### src/rtl/fifo_pkg.sv
// Shared defaults and sizing helpers for the synchronous byte FIFO.
package fifo_pkg;

  localparam int WIDTH_DEF = 8;
  localparam int DEPTH_DEF = 4;

  // Pointer width for a given depth; a single bit is kept as the minimum so
  // that the address buses are never zero-width.
  function automatic int ptr_width(input int depth);
    return (depth > 1) ? $clog2(depth) : 1;
  endfunction

endpackage

### src/rtl/fifo_mem.sv
// DEPTH x WIDTH register array: synchronous write, asynchronous read.
module fifo_mem
  import fifo_pkg::*;
#(
  parameter int WIDTH = WIDTH_DEF,
  parameter int DEPTH = DEPTH_DEF,
  parameter int AW    = ptr_width(DEPTH)
) (
  input  logic             clk,
  input  logic             i_we,
  input  logic [AW-1:0]    i_waddr,
  input  logic [WIDTH-1:0] i_wdata,
  input  logic [AW-1:0]    i_raddr,
  output logic [WIDTH-1:0] o_rdata
);

  logic [WIDTH-1:0] w_words [DEPTH];

  for (genvar gi = 0; gi < DEPTH; gi++) begin : g_entry
    logic [WIDTH-1:0] r_word;

    // Each entry loads the write data only when it is the addressed slot.
    always_ff @(posedge clk) begin
      if (i_we && (i_waddr == AW'(gi))) begin
        r_word <= i_wdata;
      end
    end

    assign w_words[gi] = r_word;
  end

  assign o_rdata = w_words[i_raddr];

endmodule

### src/rtl/sync_fifo.sv
// Single-clock FIFO: pointers, occupancy count, registered read data and
// sticky error flags around a small register-array store.
module sync_fifo
  import fifo_pkg::*;
#(
  parameter int WIDTH = WIDTH_DEF,
  parameter int DEPTH = DEPTH_DEF
) (
  input  logic                       clk,
  input  logic                       rst_n,
  input  logic [WIDTH-1:0]           in,
  input  logic                       push,
  input  logic                       pop,
  output logic [WIDTH-1:0]           out,
  output logic                       full,
  output logic                       empty,
  output logic [$clog2(DEPTH+1)-1:0] count,
  output logic                       overflow,
  output logic                       underflow
);

  localparam int AW = ptr_width(DEPTH);
  localparam int CW = $clog2(DEPTH + 1);

  logic [AW-1:0]    r_wr_ptr;
  logic [AW-1:0]    r_rd_ptr;
  logic [CW-1:0]    r_count;
  logic [WIDTH-1:0] r_out;
  logic             r_overflow;
  logic             r_underflow;

  logic             w_full;
  logic             w_empty;
  logic             w_pop_acc;
  logic             w_push_acc;
  logic [WIDTH-1:0] w_rdata;
  logic [CW-1:0]    w_count_next;

  assign w_full  = (r_count == CW'(DEPTH));
  assign w_empty = (r_count == '0);

  // A pop frees a slot in the same cycle, so a push into a full FIFO is
  // still accepted when it is paired with a pop.
  assign w_pop_acc  = pop && !w_empty;
  assign w_push_acc = push && (!w_full || w_pop_acc);

  fifo_mem #(
    .WIDTH (WIDTH),
    .DEPTH (DEPTH),
    .AW    (AW)
  ) u_mem (
    .clk     (clk),
    .i_we    (w_push_acc),
    .i_waddr (r_wr_ptr),
    .i_wdata (in),
    .i_raddr (r_rd_ptr),
    .o_rdata (w_rdata)
  );

  // Occupancy moves only when exactly one side is accepted.
  always_comb begin
    w_count_next = r_count;
    case ({w_push_acc, w_pop_acc})
      2'b10:   w_count_next = r_count + CW'(1);
      2'b01:   w_count_next = r_count - CW'(1);
      default: w_count_next = r_count;
    endcase
  end

  // Pointer, count, read-data and sticky-flag state.
  always_ff @(posedge clk or negedge rst_n) begin
    if (!rst_n) begin
      r_wr_ptr    <= '0;
      r_rd_ptr    <= '0;
      r_count     <= '0;
      r_out       <= '0;
      r_overflow  <= 1'b0;
      r_underflow <= 1'b0;
    end else begin
      r_count <= w_count_next;
      if (w_push_acc) begin
        r_wr_ptr <= r_wr_ptr + AW'(1);
      end
      if (w_pop_acc) begin
        r_rd_ptr <= r_rd_ptr + AW'(1);
        r_out    <= w_rdata;
      end
      if (push && !w_push_acc) begin
        r_overflow <= 1'b1;
      end
      if (pop && !w_pop_acc) begin
        r_underflow <= 1'b1;
      end
    end
  end

  assign out       = r_out;
  assign full      = w_full;
  assign empty     = w_empty;
  assign count     = r_count;
  assign overflow  = r_overflow;
  assign underflow = r_underflow;

endmodule

### config.mk
export PLATFORM = sky130hd
export DESIGN_NAME = sync_fifo
export DESIGN_NICKNAME = d
export VERILOG_FILES = /design/src/rtl/fifo_pkg.sv /design/src/rtl/fifo_mem.sv /design/src/rtl/sync_fifo.sv
export SDC_FILE = /design/constraint.sdc
export NUM_CORES = 1
export LEC_CHECK = 0
export BUFFER_PORTS_ARGS = -buffer_cell sky130_fd_sc_hd__buf_2
export CORE_ASPECT_RATIO = 0.7
export CORE_MARGIN = 10
export CORE_UTILIZATION = 55
export CTS_BUF_LIST = sky130_fd_sc_hd__clkbuf_4 sky130_fd_sc_hd__clkbuf_8 sky130_fd_sc_hd__clkbuf_16
export CTS_CLUSTER_DIAMETER = 100
export DETAILED_ROUTE_END_ITERATION = 8
export PLACE_DENSITY = 0.86
export SYNTH_ARGS = -nofsm -noshare
export SYNTH_HDL_FRONTEND = slang
export SYNTH_HIERARCHICAL = 1
export SYNTH_SLANG_ARGS = --single-unit
export TNS_END_PERCENT = 20
### constraint.sdc
create_clock -name clk -period 2.6 [get_ports clk]
set_input_delay 0 -clock clk [delete_from_list [all_inputs] [get_ports clk]]
set_output_delay 0 -clock clk [all_outputs]
set_load 0.1 [all_outputs]
==> results by group <==
Placed design
  – GP Congestion: 0.809
  – Port-buffer cells: 26
  – DP HPWL: 2460 um

GRT
  – First-pass GRT wire length: 5890 um
  – Largest net degree at the start of global routing: 18
  – Met3 global-route usage: 0.0411
  – Vias in the first global route: 1151
  – Met2 GRT Util: 0.191
  – Grt total ovfl: 0
  – Global Route Usage Sum: 0.116
  – Initial antenna violation count: 0
  – Met1 Track Usage GR: 0.137
  – Most used routing layer: met2

Finish
  – Area Overhead vs Synth: 18.3%
  – Nets: 161
  – Antenna cell count: 0
  – Share of cells above drive strength 1: 0.389

Timing
  – FMAX: 505 MHz
  – Least-Margin Pin Slew: 0.602 ns
  – Endpoints failing hold: 0
  – Setup_tns: 0 ns
  – Final Critical Period: 1.98 ns
  – Fin Clk Skew: 0.00815 ns
  – Max-slew headroom: 0.599
  – Pins Over Slew Limit: 0
  – RSZ-0062 raised after global routing: false
  – Tcrit/Tclk final: 0.762
  – Final setup fails: 0

Synth
  – Synth area leader: edfxtp_1
  – Top-area cell type share of the netlist area: 0.476
  – Top FF cell, synth: edfxtp_1
  – Post-synth design cell area: 2020 um^2
  – Synth async-reset ratio: 0.347
  – Register bit count reported by yosys: 49
  – Yosys cell types: 32
  – Mean Syn Cell Area: 18.5 um^2
  – Syn nets: 122
  – Main area contributors after synthesis: edfxtp_1 48%, dfrtp_1 21%, mux4_2 8.9%
  – Sequential cell area fraction in the yosys report: 0.686
  – Synth cell count leaders: 32 x edfxtp_1, 17 x dfrtp_1, 8 x mux4_2, 7 x mux2_4, 5 x xor2_1
  – Most common cell in the netlist: edfxtp_1
  – Synth warn: 6
  – Cells after Synth: 109
  – Post-synth EDFFs: 32

Setup path
  – WP buf/inv: 0
  – Arrival @ worst endpoint: 2.21 ns
  – Critical Path End Type: register
  – WS Path Type: register to register
  – Critical Path Source Type: register
  – Critical-path top delay cell: dfrtp_1
  – Crit-path leading delay family: compound AO/OA/AOI/OAI gates
  – Crit-path cells: o31a_1 > nand2b_1 > fa_1 > o21ba_2 > o211ai_1 > a21oi_1
  – CP required: 2.83 ns
  – CP max stage delay: 0.51 ns
  – Max FO, Critical Path: 9

Outcome
  – Status: finished clean

Drt
  – WL/cell: 17.6 um
  – Residual DRC count: 0
  – Routed vias: 1048
  – ANT nets after route: 0
  – Wirelength, routed: 3490 um
  – Drt first pass iters: 4
  – DRT iter0 DRCs: 99
  – Drt via density: 5.27

Clock network
  – CTS tree: yes
  – Clock sinks: 49
  – Worst skew pair latency: 0.30 ns
  – Cts bufs inserted: 5
  – CTS Root Cell: clkbuf_8
  – CTS H-tree lvls: 2
  – Clock-pin slew on the worst setup and hold paths: 0.09 ns
  – CTS Buffer Depth: 2

Job
  – Reported max-cap violation count: 0

Floorplanning
  – Site Rows: 18
  – Die H: 70.7 um
  – Die X: 92.4 um
  – Initial core utilization: 0.571
  – I/O pins: 27
  – Core outline area: 3540 um^2
  – Full die area: 6540 um^2

Min path
  – Hold crit path type: input pin to register
-- placed cells by master, fill, tap and decap left out, drive strengths merged, types with 3 or more instances in the layout --
cell type and count:
edfxtp 32, dfrtp 17, and3b 3, inv 3, mux2 8, mux4 8
xor2 5, clkbuf 7, dlygate4sd3 9, buf 29
-- logic make-up after synthesis --
family,count (synthesis),share of synthesized area
xor gates and xnor gates,7,0.0303
AOI/OAI and AO/OA,9,0.0378
DFF,49,0.686
adders and majority gates,1,0.00991
and+or+nand+nor,18,0.0594
muxes,16,0.147
buffers and inverters,9,0.0297
-- worst paths after layout --
kind / from / endpoint / slack (ns) / cells after the start
min: pop / underflow$_DFFE_PN0P_ / 0.08 / 2
max reg2reg: count[0]$_DFFE_PN0P_ / count[1]$_DFFE_PN0P_ / 0.62 / 6
max in group asynchronous: rst_n / r_rd_ptr[1]$_DFFE_PN0P_ / 2.15 / 2
max: count[0]$_DFFE_PN0P_ / count[1]$_DFFE_PN0P_ / 0.62 / 6
min reg2reg: underflow$_DFFE_PN0P_ / underflow$_DFFE_PN0P_ / 0.46 / 1
min in group asynchronous: rst_n / out[3]$_DFFE_PN0P_ / 0.15 / 2
-- area by class of cell --
type | count | area, um^2
Fill cell | 235 | 1150
Inverter | 3 | 11.3
Sequential cell | 49 | 1390
Clock buffer | 7 | 96.3
Timing Repair Buffer | 38 | 243
Multi-Input combinational cell | 51 | 586
Clock inverter | 1 | 5.00
Tap cell | 50 | 62.6
-- stage by stage --
stage	cells	cell area, um^2	util	setup slack, ns	hold WS, ns
2_1_floorplan	109	2030	-	0.0232	-0.296
3_3_place_gp	182	2200	0.622	0.792	-0.0490
3_5_place_dp	182	2200	0.622	0.662	-0.0443
4_1_cts	199	2390	0.676	0.633	0.0678
5_1_grt	199	2390	0.676	0.532	0.0882
6_report	199	2390	0.676	0.619	0.0757
-- flip-flops by register name, indices dropped and copies added (netlist names) --
| register | cells |
|---|---|
| overflow | 1 |
| underflow | 1 |
| r_rd_ptr | 2 |
| u_mem/g_entry.r_word | 32 |
| count | 3 |
| r_wr_ptr | 2 |
| out | 8 |
-- worst reg2reg max path: stages (launching register included) --
cell and delay, ns:
dfrtp_1 0.51, o31a_1 0.36, nand2b_1 0.10, fa_1 0.44, o21ba_2 0.26, o211ai_1 0.08
a21oi_1 0.16
-- routing by layer --
layer / routed length, um / up-vias / share of wire
met2: 1780 / 33 / 0.51
met5: 0 / - / 0
met4: 48 / 0 / 0.014
met1: 1420 / 518 / 0.41
li1: - / 490 / -
met3: 250 / 7 / 0.072
-- repair_timing --
action / 4_1_cts / 5_1_grt
resized for setup: 0 / 0
hold endpoints to repair: 49 / 0
hold buffers: 9 / 0
buffers inserted: 0 / 0
setup endpoints to repair: 0 / 0
Power is not shown: default switching activity piles up to over one toggle a cycle in this logic, so the estimate is an artifact.
